===== src/rtl/apb_led_sw_ctrl_if.sv =====
// APB3 bus bundle for the LED/switch controller; the master side drives
// address, control and write data, the slave side returns data and status.
interface apb_led_sw_ctrl_if #(
    parameter int ADDR_W = 16
) ();
    logic [ADDR_W-1:0] PADDR;
    logic              PSEL;
    logic              PENABLE;
    logic              PWRITE;
    logic [31:0]       PWDATA;
    logic [31:0]       PRDATA;
    logic              PREADY;
    logic              PSLVERROR;

    modport master (
        output PADDR, PSEL, PENABLE, PWRITE, PWDATA,
        input  PRDATA, PREADY, PSLVERROR
    );

    modport slave (
        input  PADDR, PSEL, PENABLE, PWRITE, PWDATA,
        output PRDATA, PREADY, PSLVERROR
    );
endinterface


===== src/rtl/apb_led_sw_ctrl.sv =====
// APB3 LED/switch peripheral: static or PWM-dimmed LEDs, debounced switches
// and a maskable level interrupt on debounced switch rising edges.
module apb_led_sw_ctrl #(
    parameter int ADDR_W  = 16,
    parameter int LED_N   = 8,
    parameter int SW_N    = 1,
    parameter int DEB_CYC = 1000,
    parameter int PWM_W   = 8
) (
    input  logic               io_systemClk,
    input  logic               io_systemReset,
    apb_led_sw_ctrl_if.slave   io_apbSlave,
    input  logic [SW_N-1:0]    i_sw,
    output logic [LED_N-1:0]   o_led,
    output logic               o_irq
);
    localparam int              DEB_W   = (DEB_CYC > 1) ? $clog2(DEB_CYC) : 1;
    localparam logic [DEB_W-1:0] DEB_MAX = DEB_W'(DEB_CYC - 1);
    localparam logic [31:0]     ID_VAL  = 32'h4C53_0001;

    logic [LED_N-1:0]  led_out, led_mode;
    logic [PWM_W-1:0]  pwm_duty, pwm_cnt;
    logic [SW_N-1:0]   irq_en, irq_stat;
    logic [SW_N-1:0]   sw_meta, sw_sync, sw_deb;
    logic [SW_N-1:0]   deb_flip, rise, w1c;
    logic [DEB_W-1:0]  deb_cnt [SW_N];

    logic [ADDR_W-1:0] addr;
    logic [2:0]        sel;
    logic              access, addr_err, wr_en, pwm_on;
    logic [31:0]       rdata;
    logic              unused_wdata;

    assign addr     = io_apbSlave.PADDR;
    assign sel      = addr[4:2];
    assign access   = io_apbSlave.PSEL & io_apbSlave.PENABLE;
    // 0x1C and everything above it is outside the register file
    assign addr_err = (addr[1:0] != 2'b00) || (addr > ADDR_W'(24));
    assign wr_en    = access & io_apbSlave.PWRITE & ~addr_err;
    assign w1c      = (wr_en && sel == 3'd5) ? io_apbSlave.PWDATA[SW_N-1:0] : '0;
    assign pwm_on   = pwm_cnt < pwm_duty;
    assign unused_wdata = ^io_apbSlave.PWDATA;

    for (genvar i = 0; i < SW_N; i++) begin : g_flip
        assign deb_flip[i] = (sw_sync[i] != sw_deb[i]) && (deb_cnt[i] == DEB_MAX);
    end
    assign rise = deb_flip & sw_sync;

    always_ff @(posedge io_systemClk) begin
        if (io_systemReset) begin
            led_out  <= '0;
            led_mode <= '0;
            pwm_duty <= '0;
            pwm_cnt  <= '0;
            irq_en   <= '0;
            irq_stat <= '0;
            sw_meta  <= '0;
            sw_sync  <= '0;
            sw_deb   <= '0;
            o_led    <= '0;
            o_irq    <= 1'b0;
            for (int i = 0; i < SW_N; i++) deb_cnt[i] <= '0;
        end else begin
            sw_meta <= i_sw;
            sw_sync <= sw_meta;
            sw_deb  <= sw_deb ^ deb_flip;
            for (int i = 0; i < SW_N; i++) begin
                if (sw_sync[i] == sw_deb[i] || deb_flip[i])
                    deb_cnt[i] <= '0;
                else
                    deb_cnt[i] <= deb_cnt[i] + 1'b1;
            end
            pwm_cnt  <= pwm_cnt + 1'b1;
            o_led    <= (led_mode & {LED_N{pwm_on}}) | (~led_mode & led_out);
            o_irq    <= |(irq_stat & irq_en);
            // a new edge overrides a simultaneous W1C on the same bit
            irq_stat <= (irq_stat & ~w1c) | rise;
            if (wr_en) begin
                case (sel)
                    3'd0:    led_out  <= io_apbSlave.PWDATA[LED_N-1:0];
                    3'd1:    led_mode <= io_apbSlave.PWDATA[LED_N-1:0];
                    3'd2:    pwm_duty <= io_apbSlave.PWDATA[PWM_W-1:0];
                    3'd4:    irq_en   <= io_apbSlave.PWDATA[SW_N-1:0];
                    default: ;
                endcase
            end
        end
    end

    always_comb begin
        rdata = '0;
        if (access && !addr_err) begin
            case (sel)
                3'd0:    rdata[LED_N-1:0] = led_out;
                3'd1:    rdata[LED_N-1:0] = led_mode;
                3'd2:    rdata[PWM_W-1:0] = pwm_duty;
                3'd3:    rdata[SW_N-1:0]  = sw_deb;
                3'd4:    rdata[SW_N-1:0]  = irq_en;
                3'd5:    rdata[SW_N-1:0]  = irq_stat;
                3'd6:    rdata            = ID_VAL;
                default: rdata            = '0;
            endcase
        end
    end

    assign io_apbSlave.PRDATA    = rdata;
    assign io_apbSlave.PREADY    = 1'b1;
    assign io_apbSlave.PSLVERROR = access & addr_err;
endmodule


===== src/flat_wrapper.sv =====
// flat-port wrapper written by rule: the top's interface ports become plain ports
module apb_led_sw_ctrl_flat 
#(
    parameter int ADDR_W  = 16,
    parameter int LED_N   = 8,
    parameter int SW_N    = 1,
    parameter int DEB_CYC = 1000,
    parameter int PWM_W   = 8
)
  (io_systemClk, io_systemReset, i_sw, o_led, o_irq, io_apbSlave_PADDR, io_apbSlave_PSEL, io_apbSlave_PENABLE, io_apbSlave_PWRITE, io_apbSlave_PWDATA, io_apbSlave_PRDATA, io_apbSlave_PREADY, io_apbSlave_PSLVERROR);
  apb_led_sw_ctrl_if #(.ADDR_W(ADDR_W)) io_apbSlave_i ();
  input  logic io_systemClk;
  input  logic io_systemReset;
  input  logic [SW_N-1:0] i_sw;
  output logic [LED_N-1:0] o_led;
  output logic o_irq;
  input wire logic [$bits(io_apbSlave_i.PADDR)-1:0] io_apbSlave_PADDR;
  input wire logic [$bits(io_apbSlave_i.PSEL)-1:0] io_apbSlave_PSEL;
  input wire logic [$bits(io_apbSlave_i.PENABLE)-1:0] io_apbSlave_PENABLE;
  input wire logic [$bits(io_apbSlave_i.PWRITE)-1:0] io_apbSlave_PWRITE;
  input wire logic [$bits(io_apbSlave_i.PWDATA)-1:0] io_apbSlave_PWDATA;
  output wire logic [$bits(io_apbSlave_i.PRDATA)-1:0] io_apbSlave_PRDATA;
  output wire logic [$bits(io_apbSlave_i.PREADY)-1:0] io_apbSlave_PREADY;
  output wire logic [$bits(io_apbSlave_i.PSLVERROR)-1:0] io_apbSlave_PSLVERROR;
  assign io_apbSlave_i.PADDR = io_apbSlave_PADDR;
  assign io_apbSlave_i.PSEL = io_apbSlave_PSEL;
  assign io_apbSlave_i.PENABLE = io_apbSlave_PENABLE;
  assign io_apbSlave_i.PWRITE = io_apbSlave_PWRITE;
  assign io_apbSlave_i.PWDATA = io_apbSlave_PWDATA;
  assign io_apbSlave_PRDATA = io_apbSlave_i.PRDATA;
  assign io_apbSlave_PREADY = io_apbSlave_i.PREADY;
  assign io_apbSlave_PSLVERROR = io_apbSlave_i.PSLVERROR;
  apb_led_sw_ctrl #(.ADDR_W(ADDR_W), .LED_N(LED_N), .SW_N(SW_N), .DEB_CYC(DEB_CYC), .PWM_W(PWM_W)) u_core (.io_systemClk(io_systemClk), .io_systemReset(io_systemReset), .io_apbSlave(io_apbSlave_i), .i_sw(i_sw), .o_led(o_led), .o_irq(o_irq));
endmodule

===== config.mk =====
export PLATFORM = sky130hd
export DESIGN_NAME = apb_led_sw_ctrl_flat
export DESIGN_NICKNAME = d
export VERILOG_FILES = /design/src/rtl/apb_led_sw_ctrl_if.sv /design/src/rtl/apb_led_sw_ctrl.sv /design/src/flat_wrapper.sv
export SDC_FILE = /design/constraint.sdc
export NUM_CORES = 1
export LEC_CHECK = 0
export BUFFER_PORTS_ARGS = -buffer_cell sky130_fd_sc_hd__buf_2
export CAP_MARGIN = 20
export CORE_UTILIZATION = 35
export DETAILED_ROUTE_END_ITERATION = 16
export GPL_TIMING_DRIVEN = 0
export PLACE_DENSITY = 0.62
export SETUP_SLACK_MARGIN = 0.02
export SYNTH_ARGS = -nofsm -noshare
export SYNTH_HDL_FRONTEND = slang
export SYNTH_SLANG_ARGS = --single-unit

===== constraint.sdc =====
create_clock -name io_systemClk -period 2.73 [get_ports io_systemClk]
set_input_delay 0.4095 -clock io_systemClk [delete_from_list [all_inputs] [get_ports io_systemClk]]
set_output_delay 0.4095 -clock io_systemClk [all_outputs]
set_load 0.005 [all_outputs]

==> out/qor.yml, run 1 <==
synthesis.area_um2: 3060
yosysSeqAreaShare_pct: 40.0
crit_arrival_ps: 1960
finClkSkew_ps: 18.1
post_dp_cell_area_um2: 3550
routed_via_density: 4.56
crit_chain: "buf_2 > nor4_4 > nand3_4 > or4_4 > buf_6 > nor2_2 > buf_2"
grt_max_degree: 20
leakage_nw: 1.65
switching_share_pct: 25.4
crit_top_cell: "buf_2"
top_level_ports: 97
grt_pass1_vias: 2238
comb_power_share_pct: 9.7
finalPower_w: 0.00148
cp_data_required_time_ps: 2320
ctsResizeCount: 0
worstMarginPinSlew_ps: 654
portBuffers: 53
finalCritPeriodShare_pct: 86.9
p_clk_share_pct: 32.2
hp-start: "i_sw"
clockBufferDepth: 2
slew_headroom_pct: 56.3
ys_types: 44
r2r-start: "u_core.pwm_duty[7]"
core-area_um2: 8340
synth.ff_latch_count: 56
hold_class: "in -> reg"
fin_crit_ps: 2370
layout_commonest_cell: "buf_2"
cts_hold_buffers: 0
fp-row-count: 33
die_h_um: 95.5
drive_above_1_share_pct: 25.9
cts_setup_buffers: 0
route.detailed.drc: 0
numCtsBuffers: 5
synth_async_sr_flop_share_pct: 0
path_buf_inv: 3
grt_pass1_wl_um: 10100
crit_type: "in -> out"
nets: 475
vias: 2363
mostFrequentLayoutCells: "buf_2, dfxtp_1, nor2_1, mux2i_1, nand2b_1"
synth_warnings: 0
clock_latency_ps: 320
regToRegSetupSlack_ps: 750
seqPwrFrac_pct: 58.1
dpl.cell_count: 510
timing.fmax_mhz: 422
gp_congestion: 0.759
ir_worst_vdd_uv: 200
fin_area_um2: 3650
tns_ps: 0
whs_endpoint: "u_core.sw_meta"
cts_sinks: 56
detail-route-antenna-nets: 0
initial_core_util_pct: 36.6
antenna_cells: 0
wl_um: 6300
r2r_end: "u_core.o_led[4]"
finalMaxSlewViolations: 0
cp-end-kind: "output port"
synthCells: 326
clk_pin_slew_ps: 90
fin_util_pct: 43.8
cpPeakStageDelay_ps: 550
p_per_area_nw_per_um2: 406
wl_per_cell_um: 12.2
die-area_um2: 9110
multi_input_area_um2: 1660
antenna_found_initial: 0
grt.total_usage_pct: 14.2
status: "complete, no violations"
maxCapViolations: 0
drt-initial-drc-count: 46
crit_fanout: 10
cpLargestDelayFamily: "simple AND/OR/NAND/NOR gates"
reg2reg_depth: 6
ys.flop_type: "dfxtp_1"
synth_edf_count: 10
stdcell_count: 518
hold_depth: 2
firstDrtPassIters: 4
overflow: 0
p_int_w: 0.00111
cp-start-kind: "input port"
cts_tree: "done"
rsz0062_at_grt: "no"
cts-root-buf: "clkbuf_8"
fillers: 854
p_sw_w: 0.000377
die_w_um: 95.5
hold_viol: 0
dpl.hpwl_um: 4740
cp_slowest_cell: "or4_4"
avgSynthCellArea_um2: 9.38
regArea_um2: 1220
setup_viol: 0
syn2layout_area_growth_pct: 19.5
htreeDepth: 2
cells in the mapped netlist, types with 3 or more instances:
cell type | number | area share [%]
nor2_1 | 42 | 5.2
nor2_2 | 7 | 1.4
mux2i_1 | 34 | 11
nand2_1 | 13 | 1.6
inv_1 | 9 | 1.1
a22o_1 | 8 | 2.3
nand2b_1 | 34 | 7.0
clkbuf_1 | 8 | 0.98
buf_4 | 26 | 6.4
a21oi_1 | 9 | 1.5
edfxtp_1 | 10 | 9.8
ha_1 | 9 | 3.7
nand4_1 | 4 | 0.82
xor2_1 | 7 | 2.0
o21ai_0 | 4 | 0.65
nor4_1 | 3 | 0.61
dfxtp_1 | 46 | 30
and3_1 | 3 | 0.61
nor2b_1 | 6 | 1.2
nand3_1 | 8 | 1.3
xnor2_1 | 8 | 2.3
logic make-up (layout without fill, tap and decap cells):
group | count (synthesis) | after routing | share of synthesized area (%)
other cells | 2 | 28 | 0.246
simple gates | 136 | 136 | 25.0
compound gates | 28 | 28 | 6.51
fa+ha+maj | 9 | 9 | 3.68
xor+xnor | 15 | 15 | 4.30
flops | 56 | 56 | 40.0
mux | 34 | 34 | 11.1
buf+inv | 46 | 107 | 9.17
stage by stage:
stage	hold slack [ps]	setup WS (ps)
global route	335	207
finish	324	358
detailed placement	428	130
CTS	326	126
global placement	423	206
floorplan	414	470
worst max path at each step:
stage                              to  depth (start not counted)             startpoint  slack [ps]
2_1_floorplan  io_apbSlave_PRDATA[17]                          4  io_apbSlave_PADDR[15]         470
6_report        io_apbSlave_PRDATA[6]                          7  io_apbSlave_PADDR[15]         360
5_1_grt        io_apbSlave_PRDATA[30]                          6   io_apbSlave_PADDR[8]         210
3_3_place_gp   io_apbSlave_PRDATA[26]                          6   io_apbSlave_PADDR[8]         210
3_5_place_dp   io_apbSlave_PRDATA[27]                          6   io_apbSlave_PADDR[8]         130
4_1_cts        io_apbSlave_PRDATA[27]                          6   io_apbSlave_PADDR[8]         130
sequential cells by signal, indices dropped and copies added (netlist names), named ones only:
signal and cells:
u_core.led_out 8, u_core.o_led 8, u_core.sw_sync 1, u_core.deb_cnt 10, u_core.led_mode 8, u_core.irq_en 1
u_core.pwm_duty 8, u_core.irq_stat 1, u_core.o_irq 1, u_core.sw_meta 1, u_core.pwm_cnt 8
power by group through the flow:
stage	Sequential (W)	Clock, W	Combinational [W]
6_report	0.000862	0.000478	0.000144
5_1_grt	0.000865	0.000524	0.000164
4_1_cts	0.000862	0.000501	0.000144
3_5_place_dp	0.000881	0	0.000143
3_3_place_gp	0.000880	0	0.000141
2_1_floorplan	0.000878	0	0.0000958
routing by layer:
metal	wire, um	track usage [%]	vias up
met1	2920	17.3	1073
met3	296	2.07	8
met4	90	4.73	0
met5	0	0	-
met2	2990	25.2	58
li1	-	-	1224
final cells by class:
cell class,instances,area share [%]
buffer,37,6.75
clock buffer,5,1.88
clock inverter,3,0.719
inverter,9,0.925
multi-input combinational,250,45.4
sequential,56,33.4
tap,105,3.60
timing repair buffer,53,7.26
(Power assumes the default switching activity.)
==> inputs of run 2 (changes only) <==
--- a/config.mk
+++ b/config.mk
@@ -7,11 +7,12 @@
 export LEC_CHECK = 0
 export BUFFER_PORTS_ARGS = -buffer_cell sky130_fd_sc_hd__buf_2
 export CAP_MARGIN = 20
-export CORE_UTILIZATION = 35
+export CORE_UTILIZATION = 55
 export DETAILED_ROUTE_END_ITERATION = 16
 export GPL_TIMING_DRIVEN = 0
-export PLACE_DENSITY = 0.62
+export PLACE_DENSITY = 0.88
 export SETUP_SLACK_MARGIN = 0.02
+export SLEW_MARGIN = 40
 export SYNTH_ARGS = -nofsm -noshare
 export SYNTH_HDL_FRONTEND = slang
 export SYNTH_SLANG_ARGS = --single-unit
==> out/qor.yml, run 2 (same netlist as run 1, synthesis figures left out) <==
route.detailed.drc: 0  # unchanged
wl_um: 6510  # +3.3%
clk_pin_slew_ps: 90  # about the same
drive_above_1_share_pct: 25.9  # unchanged
vias: 2467  # +4.4%
status: "complete, no violations"
portBuffers: 53  # unchanged
hold_depth: 2  # unchanged
die_h_um: 76.6  # -20%
rsz0062_at_grt: "no"
hold_viol: 0  # unchanged
drt-initial-drc-count: 117  # +150%
clockBufferDepth: 2  # unchanged
cts_setup_buffers: 0  # unchanged
timing.fmax_mhz: 419  # -0.62%
mostFrequentLayoutCells: "buf_2, dfxtp_1, nor2_1, mux2i_1, nand2b_1"
setup_viol: 0  # unchanged
r2r_end: "u_core.o_led[4]"
hp-start: "i_sw"
antenna_found_initial: 0  # unchanged
finalPower_w: 0.00147  # -0.88%
leakage_nw: 1.65  # about the same
gp_congestion: 0.808  # +6.4%
layout_commonest_cell: "buf_2"
tns_ps: 0  # unchanged
crit_type: "in -> out"
regToRegSetupSlack_ps: 850  # +100 ps
crit_fanout: 10  # unchanged
top_level_ports: 97  # unchanged
numCtsBuffers: 5  # unchanged
core-area_um2: 5240  # -37%
dpl.hpwl_um: 4870  # +2.8%
grt_pass1_vias: 2403  # +7.4%
syn2layout_area_growth_pct: 18.0
maxCapViolations: 0  # unchanged
cts_tree: "done"
antenna_cells: 0  # unchanged
grt.total_usage_pct: 22.7  # +8.5 points
ctsResizeCount: 0  # unchanged
cp_data_required_time_ps: 2320  # about the same
finClkSkew_ps: 8.66  # -9.40 ps
initial_core_util_pct: 58.4  # +22 points
worstMarginPinSlew_ps: 627  # -26.7 ps
cts_hold_buffers: 0  # unchanged
cts-root-buf: "clkbuf_8"
die_w_um: 76.6  # -20%
htreeDepth: 2  # unchanged
ir_worst_vdd_uv: 286  # +43%
detail-route-antenna-nets: 0  # unchanged
nets: 475  # unchanged
clock_latency_ps: 300  # -20 ps
crit_arrival_ps: 1980  # +20 ps
hold_class: "in -> reg"
whs_endpoint: "u_core.sw_meta"
p_per_area_nw_per_um2: 408  # +0.39%
r2r-start: "u_core.pwm_duty[7]"
max_flop_register: "u_core.deb_cnt"
fp-row-count: 26  # -21%
reg2reg_depth: 6  # unchanged
grt_pass1_wl_um: 10700  # +5.7%
cts_sinks: 56  # unchanged
cp-end-kind: "output port"
overflow: 0  # unchanged
grt_max_degree: 17  # -15%
largest_reg_flops: 10  # unchanged
fin_crit_ps: 2390  # +14.9 ps
cp-start-kind: "input port"
firstDrtPassIters: 4  # unchanged
finalMaxSlewViolations: 0  # unchanged
die-area_um2: 5860  # -36%
wl_per_cell_um: 13.5  # +11%
finalCritPeriodShare_pct: 87.4  # +0.55 points
routed_via_density: 5.11  # +12%
slew_headroom_pct: 58.2  # +1.9 points
==> run 2: cell types whose count changed in the layout (fill, tap and decap cells not counted) <==
cell and change:
clkinv_2 +2, inv_4 -1, clkbuf_8 +1, clkinv_4 -1, inv_8 -1
==> run 2: final cells by class <==
class | instances | area [um^2]
Tap cell | 70 | 87.6
Buffer | 37 | 246
Fill cell | 421 | 1630
Multi-Input combinational cell | 250 | 1660
Clock inverter | 2 | 10.0
Sequential cell | 56 | 1220
Inverter | 9 | 33.8
Timing Repair Buffer | 53 | 265
Clock buffer | 6 | 82.6
==> run 2: worst max-delay path by stage <==
stage / start / endpoint / slack, ps / cells past startpoint
after CTS: io_apbSlave_PADDR[8] / io_apbSlave_PRDATA[27] / 120 / 6
after global routing: io_apbSlave_PADDR[8] / io_apbSlave_PRDATA[26] / 220 / 6
after floorplan: io_apbSlave_PADDR[15] / io_apbSlave_PRDATA[17] / 470 / 4
after detailed placement: io_apbSlave_PADDR[8] / io_apbSlave_PRDATA[27] / 120 / 6
final: io_apbSlave_PADDR[15] / io_apbSlave_PRDATA[6] / 340 / 7
after global placement: io_apbSlave_PADDR[8] / io_apbSlave_PRDATA[17] / 240 / 6
==> run 2: critical path: stages <==
cell     delay, ps
buf_2          110
nor4_4         310
nand3_4        190
or4_4          550
buf_6          160
nor2_2         120
buf_2          120
==> run 2: power breakdown <==
| part | internal, W | switching, W |
|---|---|---|
| Clock | 0.000203 | 0.000261 |
| Combinational | 0.0000667 | 0.0000785 |
| Sequential | 0.000851 | 0.0000112 |
==> run 2: layer usage <==
layer / wire length (um) / part of all wire (%) / track usage, % / vias to the layer above
met2: 3450 / 53 / 42.3 / 60
met4: 75 / 1.2 / 6.92 / 0
li1: - / - / - / 1231
met3: 265 / 4.1 / 5.27 / 7
met1: 2720 / 42 / 25.3 / 1169
met5: 0 / 0 / 0 / -
==> run 2: stage by stage <==
stage	utilization (%)	setup slack (ps)	area (um^2)	hold WS, ps	std cells
floorplan	-	470	3150	414	352
global placement	67.0	239	3510	429	475
detailed placement	67.0	124	3510	447	475
CTS	68.7	123	3600	339	483
global route	68.8	223	3610	360	483
finish	68.8	343	3610	329	483
